$ cat config.mk
export PLATFORM = sky130hd
export DESIGN_NAME = ddr_cmd_sched_flat
export DESIGN_NICKNAME = d
export VERILOG_FILES = /design/src/rtl/ddr_cmd_sched_if.sv /design/src/rtl/ddr_cmd_sched.sv /design/src/flat_wrapper.sv
export SDC_FILE = /design/constraint.sdc
export NUM_CORES = 1
export LEC_CHECK = 0
export BUFFER_PORTS_ARGS = -buffer_cell sky130_fd_sc_hd__buf_2
export CAP_MARGIN = 20
export CORE_ASPECT_RATIO = 1.75
export CORE_MARGIN = 1
export CORE_UTILIZATION = 30
export DETAILED_ROUTE_END_ITERATION = 8
export MAX_ROUTING_LAYER = met4
export PLACE_DENSITY = 0.55
export SYNTH_ARGS = -nofsm -noshare
export SYNTH_HDL_FRONTEND = slang
export SYNTH_SLANG_ARGS = --single-unit
$ cat constraint.sdc
create_clock -name clk -period 9.7 [get_ports clk]
set_input_delay 0.97 -clock clk [delete_from_list [all_inputs] [get_ports clk]]
set_output_delay 0.97 -clock clk [all_outputs]
set_load 0.01 [all_outputs]
$ cat src/rtl/ddr_cmd_sched_if.sv
// rtl/ddr_cmd_sched_if.sv - request and instruction-stream bundle for ddr_cmd_sched
//
// Ports carried:
//   req_valid/req_ready/req_write/req_bg/req_bank/req_row/req_col : requester side
//   M_AXIS_TDATA/M_AXIS_TVALID/M_AXIS_TREADY                       : instruction beat stream
//   state_dbg/ref_overflow                                         : status
// Modports: slave = scheduler view, master = requester/downstream view.
interface ddr_cmd_sched_if #(
    parameter int BG_WIDTH   = 2,
    parameter int BANK_WIDTH = 2,
    parameter int COL_WIDTH  = 10,
    parameter int ROW_WIDTH  = 17
);
    logic                  req_valid;
    logic                  req_ready;
    logic                  req_write;
    logic [BG_WIDTH-1:0]   req_bg;
    logic [BANK_WIDTH-1:0] req_bank;
    logic [ROW_WIDTH-1:0]  req_row;
    logic [COL_WIDTH-1:0]  req_col;
    logic [127:0]          M_AXIS_TDATA;
    logic                  M_AXIS_TVALID;
    logic                  M_AXIS_TREADY;
    logic [1:0]            state_dbg;
    logic                  ref_overflow;

    modport slave (
        input  req_valid, req_write, req_bg, req_bank, req_row, req_col, M_AXIS_TREADY,
        output req_ready, M_AXIS_TDATA, M_AXIS_TVALID, state_dbg, ref_overflow
    );

    modport master (
        output req_valid, req_write, req_bg, req_bank, req_row, req_col, M_AXIS_TREADY,
        input  req_ready, M_AXIS_TDATA, M_AXIS_TVALID, state_dbg, ref_overflow
    );
endinterface

$ cat src/rtl/ddr_cmd_sched.sv
// rtl/ddr_cmd_sched.sv - single-requester DDR command scheduler with open-row table and refresh
//
// Ports:
//   clk  : single clock
//   rst  : asynchronous active-high reset
//   bus  : ddr_cmd_sched_if.slave (request handshake, 128-bit instruction beat stream, status)
// Each beat carries one command in slot 0; the upper three slots are always NOP.
module ddr_cmd_sched #(
    parameter int BG_WIDTH   = 2,
    parameter int BANK_WIDTH = 2,
    parameter int COL_WIDTH  = 10,
    parameter int ROW_WIDTH  = 17,
    parameter int T_RCD      = 4,
    parameter int T_RP       = 4,
    parameter int T_RFC      = 88,
    parameter int T_REFI     = 1950
) (
    input logic            clk,
    input logic            rst,
    ddr_cmd_sched_if.slave bus
);
    localparam int IDX_W     = BG_WIDTH + BANK_WIDTH;
    localparam int NUM_BANKS = 1 << IDX_W;
    localparam int ADDR_LSB  = 3 + BANK_WIDTH + BG_WIDTH;
    localparam int ADDR_W    = 32 - ADDR_LSB;
    localparam int T_MAX     = (T_RFC > T_RCD) ? ((T_RFC > T_RP) ? T_RFC : T_RP)
                                               : ((T_RCD > T_RP) ? T_RCD : T_RP);
    localparam int CNT_W     = $clog2(T_MAX);
    localparam int TMR_W     = $clog2(T_REFI);

    localparam logic [2:0] OP_PRE = 3'd1;
    localparam logic [2:0] OP_ACT = 3'd2;
    localparam logic [2:0] OP_RD  = 3'd3;
    localparam logic [2:0] OP_WR  = 3'd4;
    localparam logic [2:0] OP_REF = 3'd5;

    localparam logic [1:0] ST_IDLE     = 2'd0;
    localparam logic [1:0] ST_WAIT_RCD = 2'd1;
    localparam logic [1:0] ST_WAIT_RP  = 2'd2;
    localparam logic [1:0] ST_WAIT_RFC = 2'd3;

    logic [1:0]           state_q, state_d;
    logic [CNT_W-1:0]     cnt_q, cnt_d;
    logic [127:0]         tdata_q, tdata_d;
    logic                 tvalid_q, tvalid_d;
    logic                 req_ready_q, req_ready_d;
    logic [NUM_BANKS-1:0] row_valid_q, row_valid_d;
    logic [ROW_WIDTH-1:0] open_row_q [NUM_BANKS];
    logic [ROW_WIDTH-1:0] open_row_d [NUM_BANKS];
    logic [TMR_W-1:0]     timer_q, timer_d;
    logic                 ref_pending_q, ref_pending_d;
    logic                 ref_overflow_q, ref_overflow_d;

    logic [IDX_W-1:0]     req_idx;
    logic                 bank_open;
    logic                 row_hit;
    logic                 timer_wrap;

    function automatic logic [127:0] beat(input logic [2:0]            op,
                                          input logic [BG_WIDTH-1:0]   bg,
                                          input logic [BANK_WIDTH-1:0] bank,
                                          input logic [ADDR_W-1:0]     addr);
        logic [31:0] slot;
        slot = {addr, bg, bank, op};
        return {96'd0, slot};
    endfunction

    assign req_idx    = {bus.req_bg, bus.req_bank};
    assign bank_open  = row_valid_q[req_idx];
    assign row_hit    = bank_open && (open_row_q[req_idx] == bus.req_row);
    assign timer_wrap = (timer_q == TMR_W'(T_REFI - 1));

    always_comb begin
        state_d        = state_q;
        cnt_d          = (cnt_q != '0) ? cnt_q - CNT_W'(1) : '0;
        tdata_d        = tdata_q;
        tvalid_d       = 1'b1;
        req_ready_d    = 1'b0;
        row_valid_d    = row_valid_q;
        open_row_d     = open_row_q;
        timer_d        = timer_wrap ? '0 : timer_q + TMR_W'(1);
        ref_pending_d  = ref_pending_q;
        ref_overflow_d = ref_overflow_q;

        case (state_q)
            ST_IDLE: begin
                if (bus.M_AXIS_TREADY) begin
                    tdata_d = '0;
                    if (ref_pending_q) begin
                        if (|row_valid_q) begin
                            tdata_d     = beat(OP_PRE, '0, '0, ADDR_W'(1));
                            row_valid_d = '0;
                            state_d     = ST_WAIT_RP;
                            cnt_d       = CNT_W'(T_RP - 2);
                        end else begin
                            tdata_d       = beat(OP_REF, '0, '0, '0);
                            ref_pending_d = 1'b0;
                            state_d       = ST_WAIT_RFC;
                            cnt_d         = CNT_W'(T_RFC - 2);
                        end
                    // req_ready_q high means the requester is consuming the
                    // previous acceptance this cycle; its fields are stale.
                    end else if (bus.req_valid && !req_ready_q) begin
                        if (row_hit) begin
                            tdata_d     = beat(bus.req_write ? OP_WR : OP_RD, bus.req_bg,
                                               bus.req_bank, ADDR_W'(bus.req_col));
                            req_ready_d = 1'b1;
                        end else if (!bank_open) begin
                            tdata_d              = beat(OP_ACT, bus.req_bg, bus.req_bank,
                                                        ADDR_W'(bus.req_row));
                            row_valid_d[req_idx] = 1'b1;
                            open_row_d[req_idx]  = bus.req_row;
                            state_d              = ST_WAIT_RCD;
                            cnt_d                = CNT_W'(T_RCD - 2);
                        end else begin
                            tdata_d              = beat(OP_PRE, bus.req_bg, bus.req_bank, '0);
                            row_valid_d[req_idx] = 1'b0;
                            state_d              = ST_WAIT_RP;
                            cnt_d                = CNT_W'(T_RP - 2);
                        end
                    end
                end
            end
            default: begin
                // Waits are timer-driven and finish even under backpressure;
                // only the beat register is frozen by TREADY.
                if (bus.M_AXIS_TREADY) begin
                    tdata_d = '0;
                end
                if (cnt_q == '0) begin
                    state_d = ST_IDLE;
                end
            end
        endcase

        // A new refresh request wins over a same-cycle clear.
        if (timer_wrap) begin
            if (ref_pending_q) begin
                ref_overflow_d = 1'b1;
            end
            ref_pending_d = 1'b1;
        end
    end

    always_ff @(posedge clk or posedge rst) begin
        if (rst) begin
            state_q        <= ST_IDLE;
            cnt_q          <= '0;
            tdata_q        <= '0;
            tvalid_q       <= 1'b0;
            req_ready_q    <= 1'b0;
            row_valid_q    <= '0;
            open_row_q     <= '{default: '0};
            timer_q        <= '0;
            ref_pending_q  <= 1'b0;
            ref_overflow_q <= 1'b0;
        end else begin
            state_q        <= state_d;
            cnt_q          <= cnt_d;
            tdata_q        <= tdata_d;
            tvalid_q       <= tvalid_d;
            req_ready_q    <= req_ready_d;
            row_valid_q    <= row_valid_d;
            open_row_q     <= open_row_d;
            timer_q        <= timer_d;
            ref_pending_q  <= ref_pending_d;
            ref_overflow_q <= ref_overflow_d;
        end
    end

    assign bus.M_AXIS_TDATA  = tdata_q;
    assign bus.M_AXIS_TVALID = tvalid_q;
    assign bus.req_ready     = req_ready_q;
    assign bus.state_dbg     = state_q;
    assign bus.ref_overflow  = ref_overflow_q;
endmodule

$ cat src/flat_wrapper.sv
// flat-port wrapper written by rule: the top's interface ports become plain ports
module ddr_cmd_sched_flat 
#(
    parameter int BG_WIDTH   = 2,
    parameter int BANK_WIDTH = 2,
    parameter int COL_WIDTH  = 10,
    parameter int ROW_WIDTH  = 17,
    parameter int T_RCD      = 4,
    parameter int T_RP       = 4,
    parameter int T_RFC      = 88,
    parameter int T_REFI     = 1950
)
  (clk, rst, bus_req_valid, bus_req_write, bus_req_bg, bus_req_bank, bus_req_row, bus_req_col, bus_M_AXIS_TREADY, bus_req_ready, bus_M_AXIS_TDATA, bus_M_AXIS_TVALID, bus_state_dbg, bus_ref_overflow);
  ddr_cmd_sched_if #(.BG_WIDTH(BG_WIDTH), .BANK_WIDTH(BANK_WIDTH), .COL_WIDTH(COL_WIDTH), .ROW_WIDTH(ROW_WIDTH)) bus_i ();
  input logic clk;
  input logic rst;
  input wire logic [$bits(bus_i.req_valid)-1:0] bus_req_valid;
  input wire logic [$bits(bus_i.req_write)-1:0] bus_req_write;
  input wire logic [$bits(bus_i.req_bg)-1:0] bus_req_bg;
  input wire logic [$bits(bus_i.req_bank)-1:0] bus_req_bank;
  input wire logic [$bits(bus_i.req_row)-1:0] bus_req_row;
  input wire logic [$bits(bus_i.req_col)-1:0] bus_req_col;
  input wire logic [$bits(bus_i.M_AXIS_TREADY)-1:0] bus_M_AXIS_TREADY;
  output wire logic [$bits(bus_i.req_ready)-1:0] bus_req_ready;
  output wire logic [$bits(bus_i.M_AXIS_TDATA)-1:0] bus_M_AXIS_TDATA;
  output wire logic [$bits(bus_i.M_AXIS_TVALID)-1:0] bus_M_AXIS_TVALID;
  output wire logic [$bits(bus_i.state_dbg)-1:0] bus_state_dbg;
  output wire logic [$bits(bus_i.ref_overflow)-1:0] bus_ref_overflow;
  assign bus_i.req_valid = bus_req_valid;
  assign bus_i.req_write = bus_req_write;
  assign bus_i.req_bg = bus_req_bg;
  assign bus_i.req_bank = bus_req_bank;
  assign bus_i.req_row = bus_req_row;
  assign bus_i.req_col = bus_req_col;
  assign bus_i.M_AXIS_TREADY = bus_M_AXIS_TREADY;
  assign bus_req_ready = bus_i.req_ready;
  assign bus_M_AXIS_TDATA = bus_i.M_AXIS_TDATA;
  assign bus_M_AXIS_TVALID = bus_i.M_AXIS_TVALID;
  assign bus_state_dbg = bus_i.state_dbg;
  assign bus_ref_overflow = bus_i.ref_overflow;
  ddr_cmd_sched #(.BG_WIDTH(BG_WIDTH), .BANK_WIDTH(BANK_WIDTH), .COL_WIDTH(COL_WIDTH), .ROW_WIDTH(ROW_WIDTH), .T_RCD(T_RCD), .T_RP(T_RP), .T_RFC(T_RFC), .T_REFI(T_REFI)) u_core (.clk(clk), .rst(rst), .bus(bus_i));
endmodule
==> results.cfg <==
[sta]
finalCritPeriodShare_pct = 51.3
whs_ns = 0.357
postLayoutSetupSlackWorst_ns = 4.73
skew_ns = 0.0217
worst_pin_slew_ns = 1.10
finalSetupViolations = 0
slew_viol_final = 0
fmax_mhz = 201
period_needed_ns = 4.97
rsz0062_at_grt = no
relSlewSlack_pct = 26.9
final-hold-violation-count = 0
tns_ns = 0

[power_and_ir_drop]
p_switching_mw = 1.01
p_clk_share_pct = 34.4
pwr_density_cell_nw_per_um2 = 197
power.total_mw = 3.71
cellLeakagePower_nw = 9.01
max-vdd-ir-drop_uv = 109
seq_power_share_pct = 48.1
power.internal_mw = 2.70
sw_frac_of_total_pct = 27.2
p_comb_share_pct = 17.5

[drt]
drc = 0
viasPerCell = 4.97
wl_per_cell_um = 21.4
drtIter0Drc = 543
drtPass1Iterations = 4
ant_nets = 0
totalWireLength_um = 45400
vias = 10600

[cts]
cts-resized-gates = 0
root_buffer = clkbuf_16
numCtsBuffers = 34
cts_tree = yes
clock-sinks = 336
cts_max_path_buffers = 3
cts_max_level = 2
clock_latency_ns = 0.53
holdBufCountCts = 0
clk_pin_slew_worst_paths_ns = 0.07
post_cts_buffers = 0

[die]
core_area_um2 = 56300
die_h_um = 318
start_util_pct = 30.4
die_w_um = 183
num_rows = 115
dieArea_um2 = 58100
ios = 169

[layout]
area_growth_pct = 9.78
stdcell_area_um2 = 18800
layout_commonest_cell = dfrtp_1
final_cell_count_no_fill = 2124
final_cell_mix = dfrtp_1 (336), mux2_2 (288), conb_1 (105)
nFillCells = 5443
drive_gt1_share_pct = 37.1
final_nets = 1382
final_core_util_pct = 33.4

[synthesis]
synth_top_area_share_pct = 49.1
synth_ff_type = dfrtp_1
ys_ff_latch = 336
synth_top_area_cell = dfrtp_1
syn_inst = 1312
synth_area_um2 = 17100
synth.area.top_cells = dfrtp_1 (49%), mux2_2 (19%), mux4_2 (5.9%), buf_4 (5.2%), mux2i_1 (2.9%)
synth-edff-count = 0
yosys_warnings = 0
synth_cell_types = 74
synth_area_per_cell_um2 = 13.1
async_flop_share_pct = 100
yosysSeqAreaShare_pct = 49.1

[grt]
top_usage_layer = met2
grt_pass1_wl_um = 70000
grt_use_met2_pct = 30.0
grt_use_met3_pct = 1.65
grt_usage_pct = 16.4
overflow = 0
grtUsageMet1_pct = 18.1
antenna_found_initial = 1
grt_max_degree = 192
grt_pass1_vias = 11100

[worst_setup_path]
worstSetupPathType = in2reg
crit_path_start_kind = primary input
worstPathArrival_ns = 5.32
path_max_fanout = 45
end_kind = register
required_ns = 10.05

[placement]
dpl-instance-area_um2 = 17700
post-place-ws_ns = 4.12
placedCellCount = 2066
dp_hpwl_um = 29700
port_buffers = 64
place.gp.congestion = 0.794

[min_path]
hold_path.class = in2async

[outcome]
status = finished, final reports clean

[run]
cap_violations = 0
-- flip-flops by register name (all words and copies together), names as in the netlist --
name                      cells
u_core.open_row_q           272
u_core.bus.state_dbg          2
u_core.bus.ref_overflow       1
u_core.bus.M_AXIS_TDATA      24
u_core.timer_q               11
u_core.cnt_q                  7
u_core.row_valid_q           16
u_core.bus.M_AXIS_TVALID      1
u_core.ref_pending_q          1
u_core.bus.req_ready          1
-- per-layer routing --
layer  part of all wire (%)  wire [µm]
met3                    3.3       1480
met4                    3.5       1610
met5                      0          0
met2                     55      24800
met1                     39      17500
-- final timing paths --
kind / from / endpoint / slack [ns] / depth (start not counted)
worst max-delay path: bus_req_bank[1] / u_core.row_valid_q[0]$_DFFE_PP0P_ / 4.73 / 10
worst min-delay path: rst / u_core.bus.M_AXIS_TDATA[9]$_DFFE_PP0P_ / 0.36 / 2
worst max register to register: u_core.row_valid_q[1]$_DFFE_PP0P_ / u_core.open_row_q[59]$_DFFE_PP0P_ / 5.55 / 9
worst min register to register: u_core.cnt_q[0]$_DFF_PP0_ / u_core.cnt_q[0]$_DFF_PP0_ / 0.47 / 1
max in group asynchronous: rst / u_core.bus.M_AXIS_TDATA[5]$_DFFE_PP0P_ / 7.69 / 5
min in group clk: u_core.cnt_q[0]$_DFF_PP0_ / u_core.cnt_q[0]$_DFF_PP0_ / 0.47 / 1
-- worst max-delay path, cell delays in order --
cell       delay [ns]
buf_4            0.49
buf_4            0.72
mux4_1           0.41
mux2i_1          0.10
a2111oi_0        0.56
o2bb2ai_1        0.22
a21oi_1          0.35
and2_1           0.50
and2_1           0.70
o221ai_1         0.20
-- synthesized netlist by cell type, types with 11 or more instances --
library cell and instances:
dfrtp_1 336, nand2_1 44, o21ai_0 13, nand2b_1 14, clkbuf_1 50, xor2_1 16, buf_6 11, a21oi_1 31
a22o_1 22, buf_4 118, buf_2 13, mux2_2 288, and3_1 12, nor2_1 45, mux2i_1 49, mux4_2 45
nand3_1 19, inv_1 14
-- power groups by stage --
stage | combinational (mW) | clock (mW) | sequential (mW)
2_1_floorplan | 0.551 | 0 | 1.76
3_3_place_gp | 0.638 | 0 | 1.80
3_5_place_dp | 0.654 | 0 | 1.81
4_1_cts | 0.656 | 1.32 | 1.78
5_1_grt | 0.712 | 1.37 | 1.81
6_report | 0.647 | 1.28 | 1.78
-- cell families (layout without fill, tap and decap cells) --
group           Yosys count  after routing  share of synthesized area [%]
other cells               2            106                         0.0439
xor+xnor                 24             24                           1.23
flops                   336            336                           49.1
mux                     392            392                           29.1
buf+inv                 215            163                           8.17
fa+ha+maj                 3              3                          0.219
compound gates          145            145                           6.28
simple gates            195            195                           5.88
-- final cells by class --
class | count | area, µm² | area share, %
Sequential cell | 336 | 8410 | 44.7
Clock inverter | 12 | 100 | 0.532
Tap cell | 760 | 951 | 5.06
Clock buffer | 44 | 940 | 5.00
Antenna cell | 1 | 2.50 | 0.0133
Inverter | 15 | 60.1 | 0.319
Timing Repair Buffer | 92 | 628 | 3.34
Multi-Input combinational cell | 864 | 7710 | 41.0
(Power assumes the default switching activity.)
